<file path="src/rtl/mips_mc_pkg.sv">
// Shared encodings for the multicycle MIPS controller: FSM states, opcodes,
// funct codes, ALU control words and the main-decoder-to-ALU-decoder aluop.
package mips_mc_pkg;

   typedef enum logic [3:0] {
      FETCH,
      DECODE,
      MEMADR,
      MEMRD,
      MEMWB,
      MEMWR,
      EXECUTE,
      ALUWB,
      BRANCH,
      ADDIEXEC,
      ADDIWB,
      JUMP
   } state_t;

   localparam logic [5:0] OP_RTYPE = 6'b000000;
   localparam logic [5:0] OP_LW    = 6'b100011;
   localparam logic [5:0] OP_SW    = 6'b101011;
   localparam logic [5:0] OP_BEQ   = 6'b000100;
   localparam logic [5:0] OP_BNE   = 6'b000101;
   localparam logic [5:0] OP_ADDI  = 6'b001000;
   localparam logic [5:0] OP_J     = 6'b000010;

   localparam logic [5:0] F_ADD = 6'b100000;
   localparam logic [5:0] F_SUB = 6'b100010;
   localparam logic [5:0] F_AND = 6'b100100;
   localparam logic [5:0] F_OR  = 6'b100101;
   localparam logic [5:0] F_SLT = 6'b101010;

   localparam logic [2:0] ALU_ADD = 3'b010;
   localparam logic [2:0] ALU_SUB = 3'b110;
   localparam logic [2:0] ALU_AND = 3'b000;
   localparam logic [2:0] ALU_OR  = 3'b001;
   localparam logic [2:0] ALU_SLT = 3'b111;

   localparam logic [1:0] ALUOP_ADD   = 2'b00;
   localparam logic [1:0] ALUOP_SUB   = 2'b01;
   localparam logic [1:0] ALUOP_FUNCT = 2'b10;

endpackage

</file>
<file path="src/rtl/mips_aludec.sv">
// ALU decoder: fixed add/sub from the main FSM, or funct-driven for R-type.
module mips_aludec
   import mips_mc_pkg::*;
(
   input  logic [5:0] funct,
   input  logic [1:0] aluop,
   output logic [2:0] alucontrol
);

   always_comb begin
      alucontrol = ALU_ADD;
      case (aluop)
         ALUOP_ADD: alucontrol = ALU_ADD;
         ALUOP_SUB: alucontrol = ALU_SUB;
         ALUOP_FUNCT: begin
            case (funct)
               F_ADD:   alucontrol = ALU_ADD;
               F_SUB:   alucontrol = ALU_SUB;
               F_AND:   alucontrol = ALU_AND;
               F_OR:    alucontrol = ALU_OR;
               F_SLT:   alucontrol = ALU_SLT;
               default: alucontrol = ALU_ADD;
            endcase
         end
         default: alucontrol = ALU_ADD;
      endcase
   end

endmodule

</file>
<file path="src/rtl/mips_mc_control.sv">
// Multicycle MIPS control FSM (Moore outputs) with ALU decoder.
// Define MIPS_MC_BNE_EN to support bne (branch on NOT zero); otherwise bne is illegal.
module mips_mc_control
   import mips_mc_pkg::*;
(
   input  logic       clk,
   input  logic       reset,
   input  logic [5:0] op,
   input  logic [5:0] funct,
   input  logic       zero,
   output logic       pcen,
   output logic       memwrite,
   output logic       irwrite,
   output logic       regwrite,
   output logic       alusrca,
   output logic       iord,
   output logic       memtoreg,
   output logic       regdst,
   output logic [1:0] alusrcb,
   output logic [1:0] pcsrc,
   output logic [2:0] alucontrol,
   output logic       illegal
);

   state_t     state, next_state, ostate;
   logic       pcwrite, branch, brcond;
   logic [1:0] aluop;

   always_ff @(posedge clk) begin
      if (reset) state <= FETCH;
      else       state <= next_state;
   end

   // Under reset the outputs decode as FETCH so the mux selects hold their
   // FETCH values; the strobes are then forced low below.
   always_comb begin
      ostate     = reset ? FETCH : state;
      next_state = FETCH;
      pcwrite    = 1'b0;
      branch     = 1'b0;
      memwrite   = 1'b0;
      irwrite    = 1'b0;
      regwrite   = 1'b0;
      illegal    = 1'b0;
      alusrca    = 1'b0;
      iord       = 1'b0;
      memtoreg   = 1'b0;
      regdst     = 1'b0;
      alusrcb    = 2'b00;
      pcsrc      = 2'b00;
      aluop      = ALUOP_ADD;
      case (ostate)
         FETCH: begin
            alusrcb    = 2'b01;
            irwrite    = 1'b1;
            pcwrite    = 1'b1;
            next_state = DECODE;
         end
         DECODE: begin
            alusrcb = 2'b11;
            case (op)
               OP_LW, OP_SW: next_state = MEMADR;
               OP_RTYPE:     next_state = EXECUTE;
               OP_BEQ:       next_state = BRANCH;
`ifdef MIPS_MC_BNE_EN
               OP_BNE:       next_state = BRANCH;
`endif
               OP_ADDI:      next_state = ADDIEXEC;
               OP_J:         next_state = JUMP;
               default: begin
                  next_state = FETCH;
                  illegal    = 1'b1;
               end
            endcase
         end
         MEMADR: begin
            alusrca    = 1'b1;
            alusrcb    = 2'b10;
            next_state = (op == OP_SW) ? MEMWR : MEMRD;
         end
         MEMRD: begin
            iord       = 1'b1;
            next_state = MEMWB;
         end
         MEMWB: begin
            memtoreg = 1'b1;
            regwrite = 1'b1;
         end
         MEMWR: begin
            iord     = 1'b1;
            memwrite = 1'b1;
         end
         EXECUTE: begin
            alusrca    = 1'b1;
            aluop      = ALUOP_FUNCT;
            next_state = ALUWB;
         end
         ALUWB: begin
            regdst   = 1'b1;
            regwrite = 1'b1;
         end
         BRANCH: begin
            alusrca = 1'b1;
            aluop   = ALUOP_SUB;
            pcsrc   = 2'b01;
            branch  = 1'b1;
         end
         ADDIEXEC: begin
            alusrca    = 1'b1;
            alusrcb    = 2'b10;
            next_state = ADDIWB;
         end
         ADDIWB: begin
            regwrite = 1'b1;
         end
         JUMP: begin
            pcsrc   = 2'b10;
            pcwrite = 1'b1;
         end
         default: next_state = FETCH;
      endcase
      if (reset) begin
         pcwrite  = 1'b0;
         branch   = 1'b0;
         memwrite = 1'b0;
         irwrite  = 1'b0;
         regwrite = 1'b0;
         illegal  = 1'b0;
      end
   end

`ifdef MIPS_MC_BNE_EN
   assign brcond = (op == OP_BNE) ? ~zero : zero;
`else
   assign brcond = zero;
`endif

   assign pcen = pcwrite | (branch & brcond);

   mips_aludec u_aludec (
      .funct      (funct),
      .aluop      (aluop),
      .alucontrol (alucontrol)
   );

endmodule

</file>
<file path="config.mk">
export PLATFORM = sky130hd
export DESIGN_NAME = mips_mc_control
export DESIGN_NICKNAME = d
export VERILOG_FILES = /design/src/rtl/mips_mc_pkg.sv /design/src/rtl/mips_aludec.sv /design/src/rtl/mips_mc_control.sv
export SDC_FILE = /design/constraint.sdc
export NUM_CORES = 1
export LEC_CHECK = 0
export CELL_PAD_IN_SITES_DETAIL_PLACEMENT = 0
export CELL_PAD_IN_SITES_GLOBAL_PLACEMENT = 2
export CORE_UTILIZATION = 22
export CTS_CLUSTER_DIAMETER = 120
export DETAILED_ROUTE_END_ITERATION = 7
export GPL_TIMING_DRIVEN = 0
export PLACE_DENSITY_LB_ADDON = 0.1
export RECOVER_POWER = 25
export SYNTH_ARGS = -nofsm -noshare
export SYNTH_HDL_FRONTEND = slang
export SYNTH_SLANG_ARGS = --single-unit
</file>
<file path="constraint.sdc">
create_clock -name clk -period 4.45 [get_ports clk]
set_input_delay 0.89 -clock clk [delete_from_list [all_inputs] [get_ports clk]]
set_output_delay 0.89 -clock clk [all_outputs]
set_load 0.05 [all_outputs]
</file>
==> results.md, run 1 <==
* First-pass GRT wire length at ~3200 um
* Post-CTS Repair Setup Buffers at 0
* Dpl hpwl at between 1000 and 1500 um
* Fmax achieved at ~240 MHz
* Die Area at just over 3000 um^2
* Post-synth top cells: 8 x nor2_1, 8 x nor3_1, 5 x inv_1
* H-tree depth at 1
* Area leader, netlist: dfxtp_1
* Mux contribution to synthesized area at 0
* Syn Std Cell Area at 626 um^2
* Top post-synthesis cells by area: dfxtp_1 13%, nor3_1 6.4%, ha_1 6.0%
* TritonCTS Buffers at 3
* Die W at between 50 and 60 um
* Hold_buf cts at 0
* Post-synth top area share at 0.128
* Top FF cell, synth: dfxtp_1
* Nets at roughly 140
* Post-synthesis average cell area at between 7 and 8 um^2
* Gate Count Post-Synth at between 80 and 90
* Initial DRC Count at 6
* PwrDens at roughly 150 nW/um^2
* Setup Skew at 0.000795 ns
* Share of cells above drive strength 1 at 0.0940
* Simple-gate area share of the yosys netlist at 0.424
* Status: complete, no violations
* Total wire length at between 1500 and 2000 um
* ANT nets after route at 0
* Worst-path clk slew at 0.04 ns
* Reg with most FFs: state
* Drt first pass iters at 2
* Yosys warnings at 0
* Setup CP Type: in -> out
* PostCTS Resize Cnt at 0
* P_leak at roughly 0.34 nW
* Register Area at around 80 um^2
* I/O pin count at 31
* Maximum number of pins on one net before global-route repair at 11
* Antenna cells at 0
* Seq/Total Area, Yosys at 0.128
* Multi-input logic area at between 400 and 500 um^2
* Final Slew Violations at 0
* Peak supply drop at ~120 uV
* Clock tree buffer depth at 2
* Row cnt at 18
* Worst-Skew Late Latency at 0.23 ns
* Async SR Flop Fraction at 0
* Area fraction in compound gates after synthesis at 0.238
* CP startpoint kind: input port
* Critical path peak fanout at 10
* Hold Vio Cnt, Final at 0
* Initial Util at 0.242
* Fin crit period at 4.21 ns
* Die Y at 55.3 um
* CP required at 3.56 ns
* Largest family of logic cells by synthesized area: simple AND/OR/NAND/NOR gates
* Sum Neg Setup Slack at 0 ns
* RSZ-0062 raised after global routing: false
* Overflow after GRT at 0
* WL per Instance at 12.2 um
* Worst Max-Slew Pin Slew at 0.501 ns
* Clock sink count at 4
* Setup violation total in the final timing report at 0
* Relative slew margins at 0.665
* Total power at around 140 uW
* Vias/cell at around 5
* Min-delay worst type: reg -> reg
* Final GP Congestion at slightly above 0.7
* Core outline area at around 2600 um^2
* Initial antenna violation count at 0
* Tcrit/Tclk final at 0.945
* Largest register FFs at 4
* Distinct cells, synth at 42
* Residual DRC at 0
* Adder-cell share of the synthesized area at 0.0600
* CP arrival at 3.32 ns
* Xor/xnor share of the synthesized area at 0.0560
* CTS tree: yes
* Master cell of the clock root buffer: clkbuf_4
* Vias at roughly 740
* Synth Net Count at between 100 and 150
* Max-Cap Viols at 0
* Tot GR Track Use at 0.126
* CP Capture Type: output pin
* Number of synthesized flops with an enable pin at 0
* Area growth syn-to-layout at 54.0%
* Vias in the first global route at a little over 700
* Top flop regs: state: 4 flops
* FF+latch count, synth at 4
* Number of port buffers at 29
* Fillers at approximately 280
[cells in the final DEF, fill, tap and decap left out, types with 3 or more instances in the layout]
cell type | Yosys | layout
nor3b_1 | 3 | 3
clkbuf_4 | 0 | 3
nor2b_1 | 3 | 3
o21ai_0 | 3 | 3
nor3_1 | 8 | 8
clkdlybuf4s50_1 | 0 | 28
nand3_1 | 3 | 3
inv_1 | 5 | 5
dfxtp_1 | 4 | 4
nor2_1 | 8 | 8
ha_1 | 3 | 3
nand2_1 | 3 | 3
[power by group]
| group | switching, mW | internal [mW] |
|---|---|---|
| registers | 0.00197 | 0.0372 |
| logic | 0.0325 | 0.0270 |
| clock network | 0.0132 | 0.0301 |
[routing by layer]
layer,vias up,share of wire,track usage
li1,389,-,-
met1,341,0.48,0.164
met2,11,0.50,0.213
met3,0,0.027,0.0141
met4,0,0,0.0464
met5,-,0,0
[path summary, 6_finish.rpt]
kind,from,to,slack [ns],cells past startpoint
worst max-delay path,reset,alucontrol[2],0.24,8
worst min-delay path,state[1],state[0],0.62,2
worst min register to register,state[1],state[0],0.62,2
worst max register to register,state[3],state[3],3.13,3
[layout make-up]
| type | instances | area share |
|---|---|---|
| Buffer | 6 | 0.0416 |
| Clock buffer | 3 | 0.0234 |
| Inverter | 5 | 0.0195 |
| Multi-Input combinational cell | 70 | 0.492 |
| Sequential cell | 4 | 0.0831 |
| Tap cell | 30 | 0.0390 |
| Timing Repair Buffer | 29 | 0.301 |
[per-stage QoR]
stage          hold WS [ns]  std cells  utilization  setup WS, ns  cell area, um^2
6_report              0.618        147        0.372         0.243              963
3_5_place_dp          0.641        144        0.368         0.206              953
3_3_place_gp          0.636        144        0.368         0.173              953
5_1_grt               0.654        147        0.372        0.0606              963
4_1_cts               0.651        147        0.377         0.200              976
2_1_floorplan         0.577         85            -         0.943              626
[kinds of logic after synthesis]
logic type / after synthesis
buffers and inverters: 11
AND/OR/NAND/NOR: 45
flip-flops: 4
AO/OA/AOI/OAI: 18
XOR/XNOR: 4
adder cells (fa/ha/maj): 3
[critical path, cell delays in order]
cell	delay [ns]
clkdlybuf4s50_1	0.54
clkbuf_1	0.40
nor2_1	0.10
nand3_1	0.16
ha_1	0.20
a41oi_1	0.12
nor2_1	0.10
clkdlybuf4s50_1	0.80
Power figures use the tool's default switching activity.
==> run 2, diff against run 1 <==
--- a/config.mk
+++ b/config.mk
@@ -11,6 +11,7 @@
 export CTS_CLUSTER_DIAMETER = 120
 export DETAILED_ROUTE_END_ITERATION = 7
 export GPL_TIMING_DRIVEN = 0
+export MAX_ROUTING_LAYER = met4
 export PLACE_DENSITY_LB_ADDON = 0.1
 export RECOVER_POWER = 25
 export SYNTH_ARGS = -nofsm -noshare
==> run 2 against run 1 <==
Combinational power about the same. Power about the same. Final cell count unchanged. Clock power about the same. Clock skew about the same. Via count unchanged. Maximum frequency about the same. Sequential power about the same. Setup slack about the same. Global-route usage up 0.35 points.
==> results.md, run 2 (same netlist as run 1, synthesis figures left out) <==
* Die W at 55.3 um
* ANT nets after route at 0
* Die Y at roughly 55 um
* First-pass GRT wire length at ~3200 um
* Row cnt at 18
* CP required at approximately 3.6 ns
* Worst-Skew Late Latency at 0.23 ns
* Setup violation total in the final timing report at 0
* CP Capture Type: output pin
* Residual DRC at 0
* Fillers at approximately 280
* Worst-path clk slew at roughly 0.04 ns
* RSZ-0062 raised after global routing: false
* Vias in the first global route at 722
* Nets at 137
* PwrDens at between 100 and 150 nW/um^2
* Wl on met1 at between 800 and 900 um
* Setup CP Type: in -> out
* Dpl hpwl at 1430 um
* Antenna cells at 0
* Core outline area at ~2600 um^2
* Critical path peak fanout at 10
* P_leak at around 0.34 nW
* Fmax achieved at approximately 240 MHz
* Worst path slowest cell: clkdlybuf4s50_1
* Vias at 741
* I/O pin count at 31
* Die Area at slightly above 3000 um^2
* Met2 wire len at roughly 890 um
* Tcrit/Tclk final at 0.945
* CTS tree: yes
* Top layer in use: met3
* Pre-CTS setup slack at 0.206 ns
* Post-CTS Repair Setup Buffers at 0
* Fin crit period at approximately 4.2 ns
* CP Buf/Inv Count at 3
* Drt first pass iters at 4
* WL per Instance at about 12 um
* Final GP Congestion at 0.736
* Top flop regs: state: 4 flops
* Status: complete, no violations
* Cells along the critical path: clkdlybuf4s50_1 > clkbuf_1 > nor2_1 > nand3_1 > ha_1 > a41oi_1 > nor2_1 > clkdlybuf4s50_1
* Delay-heaviest family, CP: buffers and inverters
* Reg with most FFs: state
* Setup Skew at about 0.00079 ns
* Max-Cap Viols at 0
* Clock sink count at 4
* Vias/cell at slightly above 5
* Initial antenna violation count at 0
* CP arrival at ~3.3 ns
* DR WL met3 at 49 um
* Setup ws final at around 0.24 ns
* PostCTS Resize Cnt at 0
* Share of cells above drive strength 1 at 0.0940
* Number of port buffers at 29
* R2R Setup Slk at 3.12 ns
* Most frequent cells in the layout: 28 x clkdlybuf4s50_1, 8 x nor2_1, 8 x nor3_1, 5 x inv_1, 4 x dfxtp_1
* Worst Max-Slew Pin Slew at about 0.5 ns
* Min-delay worst type: reg -> reg
* H-tree depth at 1
* Critical Path Max Stage Delay at approximately 0.80 ns
* Relative slew margins at 0.665
* Overflow after GRT at 0
* CP startpoint kind: input port
* Initial Util at 0.242
* Peak supply drop at 120 uV
* Maximum number of pins on one net before global-route repair at 11
* Commonest non-fill, non-tap cell in the layout: clkdlybuf4s50_1
* Clock tree buffer depth at 2
* Area growth syn-to-layout at 54.0%
* Largest register FFs at 4
* Final Slew Violations at 0
* Hold Vio Cnt, Final at 0
* Hold_buf cts at 0
* Initial DRC Count at 9
* TritonCTS Buffers at 3
* Sum Neg Setup Slack at 0 ns
* Master cell of the clock root buffer: clkbuf_4
* Tot GR Track Use at 0.130
* Total wire length at 1780 um
run 2: cell counts in the layout (fill, tap and decap cells not counted):
Identical to the previous run, type by type.
run 2: stage by stage:
stage,hold WS (ns),power [mW],utilization,cells,instance area (um^2)
2_1_floorplan,0.577,0.0746,-,85,626
3_3_place_gp,0.636,0.101,0.368,144,953
3_5_place_dp,0.641,0.101,0.368,144,953
4_1_cts,0.651,0.147,0.377,147,976
5_1_grt,0.654,0.153,0.372,147,963
6_report,0.609,0.142,0.372,147,963
run 2: area by class of cell:
| class | count | area [um^2] | area share |
|---|---|---|---|
| tap | 30 | 37.5 | 0.0390 |
| sequential | 4 | 80.1 | 0.0831 |
| inverter | 5 | 18.8 | 0.0195 |
| clock buffer | 3 | 22.5 | 0.0234 |
| multi-input combinational | 70 | 474 | 0.492 |
| buffer | 6 | 40.0 | 0.0416 |
| timing repair buffer | 29 | 290 | 0.301 |
run 2: path summary, 6_finish.rpt:
| kind | startpoint | cells after the start | endpoint |
|---|---|---|---|
| setup / recovery | reset | 8 | alucontrol[2] |
| hold / removal | state[1] | 2 | state[0] |
| setup reg to reg | state[3] | 3 | state[3] |
| hold reg to reg | state[1] | 2 | state[0] |
run 2: worst register-to-register path: stages (launching register included):
cell	delay (ns)
dfxtp_1	0.39
buf_2	0.25
inv_1	0.10
a2111oi_0	0.45
run 2: report_power, final:
group	internal (mW)	switching, mW	total, mW
registers	0.0372	0.00199	0.0392
logic	0.0270	0.0324	0.0594
clock network	0.0301	0.0132	0.0433
total	0.0943	0.0476	0.142
run 2: layer usage:
metal,vias up,track usage
met1,341,0.164
met5,-,-
met4,0,0.0464
met2,11,0.213
li1,389,-
met3,0,0.0141
